`src/rtl/rv32i_types.sv`:
```
`default_nettype none
// ============================================================================
// Module      : rv32i_types
// Description : Shared types for the load/store unit memory stage.
// Revision    : 1.0 - initial release
// ============================================================================
package rv32i_types;

    typedef enum logic [1:0] {
        IDLE = 2'd0,
        MEM  = 2'd1,
        WB   = 2'd2
    } lsu_state_t;

    typedef enum logic [2:0] {
        lb  = 3'b000,
        lh  = 3'b001,
        lw  = 3'b010,
        lbu = 3'b100,
        lhu = 3'b101
    } memfn_t;

    // sdata holds the already lane-replicated store data.
    typedef struct packed {
        logic        is_store;
        logic [2:0]  funct3;
        logic [31:0] ea;
        logic [31:0] sdata;
        logic [4:0]  rd;
        logic [31:0] pc;
    } lsu_req_t;

endpackage
`default_nettype wire

```
`src/rtl/lsu_align.sv`:
```
`default_nettype none
// ============================================================================
// Module      : lsu_align
// Description : Byte-lane steering, store replication, access legality and
//               load extraction/extension for the LSU.
// Revision    : 1.0 - initial release
// ============================================================================
module lsu_align
    import rv32i_types::*;
#(
    parameter bit ALIGN_CHECK = 1'b1
) (
    input  logic        i_is_store,
    input  logic [2:0]  i_funct3,
    input  logic [1:0]  i_ea_lo,
    input  logic [31:0] i_sdata,
    input  logic [31:0] i_rdata,
    output logic [3:0]  o_byte_enable,
    output logic [31:0] o_wdata,
    output logic        o_exc,
    output logic [31:0] o_ldata
);

    logic [31:0] w_shifted;
    logic        w_illegal;
    logic        w_misaligned;

    always_comb begin
        o_byte_enable = 4'b1111;
        o_wdata       = i_sdata;
        case (i_funct3[1:0])
            2'b00: begin
                o_byte_enable = 4'b0001 << i_ea_lo;
                o_wdata       = {4{i_sdata[7:0]}};
            end
            2'b01: begin
                o_byte_enable = 4'b0011 << i_ea_lo;
                o_wdata       = {2{i_sdata[15:0]}};
            end
            default: ;
        endcase
    end

    always_comb begin
        w_illegal    = (i_funct3 == 3'b011) || (i_funct3[2:1] == 2'b11) ||
                       (i_is_store && i_funct3[2]);
        w_misaligned = ALIGN_CHECK &&
                       (((i_funct3[1:0] == 2'b01) && i_ea_lo[0]) ||
                        ((i_funct3[1:0] == 2'b10) && (i_ea_lo != 2'b00)));
        o_exc        = w_illegal || w_misaligned;
    end

    always_comb begin
        w_shifted = i_rdata >> {i_ea_lo, 3'b000};
        o_ldata   = 32'd0;
        case (i_funct3)
            lb:      o_ldata = {{24{w_shifted[7]}}, w_shifted[7:0]};
            lh:      o_ldata = {{16{w_shifted[15]}}, w_shifted[15:0]};
            lw:      o_ldata = w_shifted;
            lbu:     o_ldata = {24'd0, w_shifted[7:0]};
            lhu:     o_ldata = {16'd0, w_shifted[15:0]};
            default: o_ldata = 32'd0;
        endcase
    end

endmodule
`default_nettype wire

```
`src/rtl/lsu_mem_stage.sv`:
```
`default_nettype none
// ============================================================================
// Module      : lsu_mem_stage
// Description : Single-outstanding load/store unit between the memory issue
//               queue and the data-memory port, returning results to WB.
// Revision    : 1.0 - initial release
// ============================================================================
module lsu_mem_stage
    import rv32i_types::*;
#(
    parameter bit ALIGN_CHECK = 1'b1
) (
    input  logic        clk,
    input  logic        rst,
    input  logic        in_valid,
    output logic        in_ready,
    input  logic        in_is_store,
    input  logic [2:0]  in_funct3,
    input  logic [31:0] in_base,
    input  logic [31:0] in_imm,
    input  logic [31:0] in_sdata,
    input  logic [4:0]  in_rd,
    input  logic [31:0] in_pc,
    input  logic        flush,
    output logic [31:0] mem_address,
    output logic        mem_read,
    output logic        mem_write,
    output logic [3:0]  mem_byte_enable,
    output logic [31:0] mem_wdata,
    input  logic [31:0] mem_rdata,
    input  logic        mem_resp,
    output logic        wb_valid,
    input  logic        wb_ready,
    output logic        wb_has_rd,
    output logic [4:0]  wb_rd,
    output logic [31:0] wb_data,
    output logic        wb_exc,
    output logic [31:0] wb_pc
);

    lsu_state_t  r_state;
    lsu_state_t  w_state_nxt;
    lsu_req_t    r_req;
    logic        r_mem_read;
    logic        r_mem_write;
    logic [3:0]  r_be;
    logic        r_kill;
    logic        r_wb_has_rd;
    logic [4:0]  r_wb_rd;
    logic [31:0] r_wb_data;
    logic        r_wb_exc;
    logic [31:0] r_wb_pc;

    logic        w_idle;
    logic        w_accept;
    logic [31:0] w_ea;
    logic [2:0]  w_fn;
    logic        w_st;
    logic [1:0]  w_lo;
    logic [3:0]  w_be;
    logic [31:0] w_wdata;
    logic        w_exc;
    logic [31:0] w_ldata;
    logic        w_drop_load;

    assign w_idle      = (r_state == IDLE);
    assign in_ready    = w_idle && !flush;
    assign w_accept    = in_valid && in_ready;
    assign w_ea        = in_base + in_imm;
    assign w_drop_load = !r_req.is_store && (flush || r_kill);

    // Aligner sees the incoming uop while idle, the held request otherwise.
    assign w_fn = w_idle ? in_funct3   : r_req.funct3;
    assign w_st = w_idle ? in_is_store : r_req.is_store;
    assign w_lo = w_idle ? w_ea[1:0]   : r_req.ea[1:0];

    lsu_align #(
        .ALIGN_CHECK (ALIGN_CHECK)
    ) u_align (
        .i_is_store    (w_st),
        .i_funct3      (w_fn),
        .i_ea_lo       (w_lo),
        .i_sdata       (in_sdata),
        .i_rdata       (mem_rdata),
        .o_byte_enable (w_be),
        .o_wdata       (w_wdata),
        .o_exc         (w_exc),
        .o_ldata       (w_ldata)
    );

    always_comb begin
        w_state_nxt = r_state;
        case (r_state)
            IDLE: if (w_accept) w_state_nxt = w_exc ? WB : MEM;
            MEM:  if (mem_resp) w_state_nxt = w_drop_load ? IDLE : WB;
            WB:   if (wb_ready || (flush && !r_req.is_store)) w_state_nxt = IDLE;
            default: w_state_nxt = IDLE;
        endcase
    end

    always_ff @(posedge clk or negedge rst) begin
        if (!rst) r_state <= IDLE;
        else      r_state <= w_state_nxt;
    end

    always_ff @(posedge clk or negedge rst) begin
        if (!rst) begin
            r_req       <= '0;
            r_mem_read  <= 1'b0;
            r_mem_write <= 1'b0;
            r_be        <= 4'd0;
            r_kill      <= 1'b0;
            r_wb_has_rd <= 1'b0;
            r_wb_rd     <= 5'd0;
            r_wb_data   <= 32'd0;
            r_wb_exc    <= 1'b0;
            r_wb_pc     <= 32'd0;
        end else begin
            case (r_state)
                IDLE: begin
                    if (w_accept) begin
                        r_req  <= '{is_store: in_is_store, funct3: in_funct3,
                                    ea: w_ea, sdata: w_wdata, rd: in_rd, pc: in_pc};
                        r_kill <= 1'b0;
                        if (w_exc) begin
                            r_wb_exc    <= 1'b1;
                            r_wb_has_rd <= 1'b0;
                            r_wb_data   <= 32'd0;
                            r_wb_rd     <= in_rd;
                            r_wb_pc     <= in_pc;
                        end else begin
                            r_mem_read  <= !in_is_store;
                            r_mem_write <= in_is_store;
                            r_be        <= w_be;
                        end
                    end
                end
                MEM: begin
                    // A flushed load must still see its response before leaving.
                    if (flush && !r_req.is_store) r_kill <= 1'b1;
                    if (mem_resp) begin
                        r_mem_read  <= 1'b0;
                        r_mem_write <= 1'b0;
                        r_wb_exc    <= 1'b0;
                        r_wb_has_rd <= !r_req.is_store;
                        r_wb_data   <= r_req.is_store ? 32'd0 : w_ldata;
                        r_wb_rd     <= r_req.rd;
                        r_wb_pc     <= r_req.pc;
                    end
                end
                default: ;
            endcase
        end
    end

    assign mem_address     = {r_req.ea[31:2], 2'b00};
    assign mem_read        = r_mem_read;
    assign mem_write       = r_mem_write;
    assign mem_byte_enable = r_be;
    assign mem_wdata       = r_req.sdata;
    assign wb_valid        = (r_state == WB);
    assign wb_has_rd       = r_wb_has_rd;
    assign wb_rd           = r_wb_rd;
    assign wb_data         = r_wb_data;
    assign wb_exc          = r_wb_exc;
    assign wb_pc           = r_wb_pc;

endmodule
`default_nettype wire

```
`config.mk`:
```
export PLATFORM = sky130hd
export DESIGN_NAME = lsu_mem_stage
export DESIGN_NICKNAME = d
export VERILOG_FILES = /design/src/rtl/rv32i_types.sv /design/src/rtl/lsu_align.sv /design/src/rtl/lsu_mem_stage.sv
export SDC_FILE = /design/constraint.sdc
export NUM_CORES = 1
export LEC_CHECK = 0
export CAP_MARGIN = 20
export CORE_UTILIZATION = 47
export DETAILED_ROUTE_END_ITERATION = 7
export PLACE_DENSITY = 0.78
export RECOVER_POWER = 50
export SLEW_MARGIN = 5
export SYNTH_ARGS = -nofsm -noshare
export SYNTH_HDL_FRONTEND = slang
export SYNTH_SLANG_ARGS = --single-unit
```
`constraint.sdc`:
```
create_clock -name clk -period 2.8 [get_ports clk]
set_input_delay 0.42 -clock clk [delete_from_list [all_inputs] [get_ports clk]]
set_output_delay 0.42 -clock clk [all_outputs]
set_load 0.01 [all_outputs]
```
==> flow_summary.yaml <==
critical_path:
  r2r_end: "wb_data[11]"
  rr_worst_depth: 7
  crit_family: "compound AO/OA/AOI/OAI gates"
  crit_chain: "clkdlybuf4s50_1 > ha_2 > fa_1 > mux2_4 > mux2i_2 > o21ai_0 > o211a_1 > a221o_1"
  criticalPathCategory: "in2reg"
  r2r-start: "r_state[1]"
  critPathBufInv: 1
  critPathRequiredTime_ns: 3.11
  cp-start-kind: "input pin"
  worst_path_max_delay_cell: "fa_1"
  regToRegSetupSlack_ns: 0.26
  endpoint_kind: "register"
  cp_data_arrival_time_ns: 2.98
  slowest_delay_ns: 0.50
  critical_path.max_fanout: 8
placement:
  dpl-instance-area_sq_um: 13640
  port_buffers: 315
  dp_hpwl_mm: 22.52
  placedCellCount: 1685
  gp_congestion: 0.8744
global_routing:
  grt.overflow.total: 0
  grt_max_degree: 70
  grt_pass1_wl_mm: 47.39
  grtUsageTotal_pct: 27.20
  grt_pass1_vias: 9296
  antenna_found_initial: 2
synth:
  synth_area_sq_um: 10260
  post-synth-top-area-cell: "dfrtp_1"
  async_flop_share_pct: 100.0
  ys_seq_elements: 185
  yosysWarnings: 0
  synth_edf_count: 0
  synth_most_common_cell: "nand2_1"
  syn_avg_cell_area_sq_um: 8.928
  synth_cell_types: 63
  synth_top_area_share_pct: 45.13
  ys_seq_area_share_pct: 45.13
  synth_common_cells: "315 x nand2_1, 185 x dfrtp_1, 104 x o21ai_0"
  synth_area_leaders: "dfrtp_1 45%, nand2_1 12%, mux2i_1 5.1%"
  netlist_instances: 1149
  ys.flop_type: "dfrtp_1"
floorplan:
  start_util_pct: 48.34
  fp-row-count: 53
  die_w_um: 149.7
  die_area_sq_um: 22420
  die_y_um: 149.7
  coreArea_sq_um: 21220
  ioPinCount: 318
power:
  powerDensity_nw_per_um2: 953.3
  vdd_drop_max_v: 0.0004841
  p_leak_nw: 6.538
hold_path:
  hold_depth: 2
  min_to: "mem_address[9]"
  hp-start: "mem_address[9]"
  min_path_type: "reg2reg"
timing:
  drv_slew: 30
  relSlewSlack_pct: -0.1024
  hold_slack_ns: 0.4723
  max_freq_ghz: 0.3735
  worstMarginPinSlew_ns: 1.502
  hold_viol_final: 0
  fin_crit_sh_pct: 95.62
  finClkSkew_ns: 0.01320
  setup_viol: 0
  period_minus_slack_ns: 2.677
  rsz0062_at_grt: "false"
  setup_tns_ns: 0
clock_tree:
  clkSinkCount: 185
  clk_latency_ns: 0.43
  cts_buffers: 17
  cts_max_level: 4
  clkTransAtPathRegs_ns: 0.07
  clk_path_buf_depth: 2
  cts_root_buf: "clkbuf_16"
  cts_tree: "yes"
layout:
  area_growth_pct: 38.54
  seqCellArea_sq_um: 4629
  nFillCells: 1718
  nets: 1637
  stdcell_count: 1719
  drive_gt1_share_pct: 9.078
  finalInstanceArea_sq_um: 14210
  multi_input_area_sq_um: 4870
status:
  status: "finished with violations"
  violations: "max-capacitance violations, max-slew violations"
routing:
  vias: 9418
  routed_wl_mm: 30.10
  antenna_left: 0
  remaining_drc_errors: 0
  drt_iter0_markers: 536
  routedWlPerCell_um: 17.51
  drt-pass1-iter-count: 5
  vias_per_cell: 5.479
job:
  drv_cap: 1
==> cells by family after synthesis <==
group                    Yosys count  synth area share (%)
other                              1               0.03655
multiplexers                      60                 6.013
AO/OA/AOI/OAI                    295                 18.20
adder cells (fa/ha/maj)           32                 3.976
buffers and inverters            139                 7.769
AND/OR/NAND/NOR                  409                 16.49
XOR/XNOR                          28                 2.391
flip-flops                       185                 45.13
==> cell type report <==
type,instances,share of cell area [%]
inverter,8,0.2113
tap,275,2.421
sequential,185,32.57
clock buffer,18,3.090
clock inverter,14,0.8980
multi-input combinational,826,34.26
timing repair buffer,392,26.53
antenna,1,0.01761
==> worst reg2reg max path, stage by stage (launching register included) <==
cell and delay (ns):
dfrtp_1 0.48, nor2_4 0.37, mux2i_1 0.34, buf_4 0.27
nor2_1 0.10, a21oi_1 0.47, o21ai_0 0.18, a22o_1 0.22
==> sequential cells by signal, summed over array words and instances, names as in the netlist, 2 cells and up <==
| signal | cells |
|---|---|
| mem_address | 30 |
| mem_byte_enable | 4 |
| mem_wdata | 32 |
| r_req | 43 |
| r_state | 2 |
| wb_data | 32 |
| wb_pc | 32 |
| wb_rd | 5 |
==> power breakdown <==
group	switching, mW	internal (mW)
sequential	0.708	3.91
clock	1.16	1.20
combinational	3.38	3.19
total	5.25	8.30
==> per-stage QoR <==
step	utilization, %	power [mW]	worst slack [ns]
final	66.98	13.55	0.1227
after global routing	66.98	14.45	0.02332
after CTS	67.00	13.78	0.05944
after detailed placement	64.29	11.40	-0.3586
after global placement	64.29	11.19	-0.2760
after floorplan	-	8.557	0.2145
==> repair_timing <==
action,in CTS,in global routing
setup buffers,0,0
resized for setup,0,4
setup endpoints to repair,0,39
hold buffers,1,0
endpoints found under the hold margin,55,0
==> per-layer routing <==
layer  part of all wire (%)  routed length (um)  vias to the layer above  global-route usage (%)
met5                  0.040                  12                        -                       0
li1                       -                   -                     4510                       -
met4                    3.6                1076                        2                   12.47
met1                     40               11990                     4471                   32.98
met2                     49               14600                      362                   46.23
met3                    8.0                2422                       73                   5.762
==> placed cells by master (no fill, tap or decap), types with 10 or more instances in the layout <==
master	netlist	routed
a21o_1	15	15
a21oi_1	60	60
a221oi_1	10	10
a31oi_1	15	15
buf_4	67	72
clkbuf_16	0	17
clkdlybuf4s50_1	0	245
dfrtp_1	185	185
dlygate4sd3_1	0	70
ha_1	31	30
mux2i_1	52	50
nand2_1	315	315
nand3_1	18	17
nor2_1	31	30
nor2b_1	13	12
o211ai_1	11	11
o21ai_0	104	103
o21ai_1	10	11
xnor2_1	14	14
xor2_1	14	14
==> worst max path at each step <==
stage / start / endpoint / slack [ns] / cells past startpoint
floorplan: in_base[0] / mem_byte_enable[0] / 0.21 / 9
global placement: in_base[0] / wb_rd[1] / -0.28 / 9
detailed placement: in_base[0] / wb_data[20] / -0.36 / 10
CTS: in_base[0] / wb_data[29] / 0.06 / 8
global route: in_base[0] / wb_pc[0] / 0.02 / 10
finish: in_base[0] / wb_data[29] / 0.12 / 8
(Power assumes the default switching activity.)
==> variant, RTL diff (config.mk and constraints unchanged) <==
`ALIGN_CHECK` is set to 1'b1 in 2 places; all go to 1'b0.
--- a/src/rtl/lsu_align.sv
+++ b/src/rtl/lsu_align.sv
@@ -8,7 +8,7 @@
 module lsu_align
     import rv32i_types::*;
 #(
-    parameter bit ALIGN_CHECK = 1'b1
+    parameter bit ALIGN_CHECK = 1'b0
 ) (
     input  logic        i_is_store,
     input  logic [2:0]  i_funct3,
--- a/src/rtl/lsu_mem_stage.sv
+++ b/src/rtl/lsu_mem_stage.sv
@@ -8,7 +8,7 @@
 module lsu_mem_stage
     import rv32i_types::*;
 #(
-    parameter bit ALIGN_CHECK = 1'b1
+    parameter bit ALIGN_CHECK = 1'b0
 ) (
     input  logic        clk,
     input  logic        rst,
Behaviour: not the same (a bounded check fails within 4 cycles, from zero or initial values and one cycle with rst low).
==> variant against the original RTL <==
Hold slack got worse by 0.12 ns. Design area increased by 0.22%. Register-to-register slack got worse by 0.02 ns. Sequential cell count unchanged. Wire length decreased by 1.3%. Area after synthesis decreased by 0.60%. Sequential power decreased by 4%. Power decreased by 5.0%. Worst setup slack got worse by 0.011 ns. Core utilization increased by 0.36 points.
==> variant: results (changes against the original RTL) <==
Run status
  – Outcome: completed

Placement
  – Post-placement cell count: 1675 (-0.59%)
  – I/O Buffers: 315 (unchanged)
  – Post-DP Area: 13600 sq um (about the same)
  – RePlAce Congestion: 0.904 (+3.3%)
  – Hpwl dp: 22400 um (-0.40%)

Logic synthesis
  – List of most frequent post-synthesis cells: nand2_1 (304), dfrtp_1 (185), o21ai_0 (105)
  – Seq/Total Area, Yosys: 45.4% (+0.27 points)
  – Synthesized area per cell: 9.01 sq um (+0.90%)
  – Fraction of registers with async set/reset: 100% (unchanged)
  – Cell variety after synth: 61 (-3.2%)
  – Yosys warning total: 0 (unchanged)
  – Mux cell area share after synthesis: 7.89% (+1.9 points)
  – Compound-Gate Fraction of Synth Area: 16.6% (-1.6 points)
  – XOR/XNOR Fraction of Synth Area: 2.40% (+0.014 points)
  – Synth top area cells: dfrtp_1 (45%), nand2_1 (11%), mux2i_1 (6.5%)
  – Prevailing post-synth register cell: dfrtp_1
  – Post-Synth Adder-Cell Area: 4.00% (+0.024 points)

Global route
  – Vias in the first global route: 9203 (-1.0%)
  – First-pass GRT wire length: 46900 um (-1.1%)
  – GR Layer Usage met1: 34.2% (+1.2 points)
  – Global route overflow: 0 (unchanged)
  – Largest net degree at the start of global routing: 103 (+47%)
  – GR Util met2: 46.1% (-0.16 points)
  – GR Layer Usage met3: 6.09% (+0.32 points)
  – Antenna violations before repair: 2 (unchanged)
  – Tot GR Track Use: 27.1% (-0.084 points)

Timing
  – Worst Skew: 0.0135 ns (+0.000267 ns)
  – Worst Tran Pin Value: 1.45 ns (-0.0497 ns)

Layout
  – Max reg flops: 43 (unchanged)
  – Post-layout util: 67.3% (+0.36 points)
  – Nets: 1628 (-0.55%)
  – Layout cells sized above 1: 9.41% (+0.34 points)
  – Fillers: 1741 (+1.3%)

Routing
  – Vias: 9188 (-2.4%)
  – Met1 wire length: 12500 um (+4.6%)
  – DR WL met3: 2160 um (-11%)
  – Wire length per cell: 17.4 um (-0.82%)
  – Routed WL: 29700 um (-1.3%)
  – WL met2: 14500 um (-0.59%)
  – Iteration-0 DRC Markers: 499 (-6.9%)

Worst hold path
  – Hold Path Class: in2async

Worst setup path
  – Reg-to-reg slack, setup: 0.24 ns (-0.02 ns)
  – R2r endpoint: wb_data[15]$_DFFE_PN0P_
  – CP endpoint: wb_data[17]$_DFFE_PN0P_
  – Maximum fanout along the worst path: 16 (+8)
  – R2r startpoint: r_state[0]$_DFFE_PN0P_
  – Cells on worst reg2reg path: 6 (-1)

Pwr
  – Sequential Power Share: 34.4% (+0.3 points)
  – Leak Pwr: 0.00653 uW (-0.19%)
  – P per Cell Area: 903 nW/um^2 (-5.3%)
  – Sw Ratio: 38.3% (-0.41 points)
  – Clock Power: 2480 uW (+5%)
  – Peak VDD IR: 444 uV (-8.3%)

Clock tree
  – Cts bufs inserted: 17 (unchanged)
-- variant: through the flow --
step	hold slack, ns	setup WS [ns]
2_1_floorplan	0.124	0.320
3_3_place_gp	0.236	-0.332
3_5_place_dp	0.239	-0.362
4_1_cts	0.335	0.0837
5_1_grt	0.353	0.000352
6_report	0.348	0.112
-- variant: layout make-up --
cell class | count | area, sq um | share of cell area, %
repair buffers | 391 | 3760 | 26.4
inverters | 9 | 33.8 | 0.237
flip-flops and latches | 185 | 4630 | 32.5
clock inverters | 15 | 194 | 1.36
multi-input cells | 817 | 4850 | 34.1
diodes | 1 | 2.50 | 0.0176
clock buffers | 17 | 425 | 2.99
well taps | 275 | 344 | 2.42
-- variant: critical path, cell delays in order --
cell and delay [ns]:
clkdlybuf4s50_1 0.46, ha_1 0.24, fa_1 0.51, mux2i_1 0.32, mux2_2 0.39, nand3b_4 0.19, o21ai_4 0.25, a21oi_1 0.09
o21ai_1 0.16
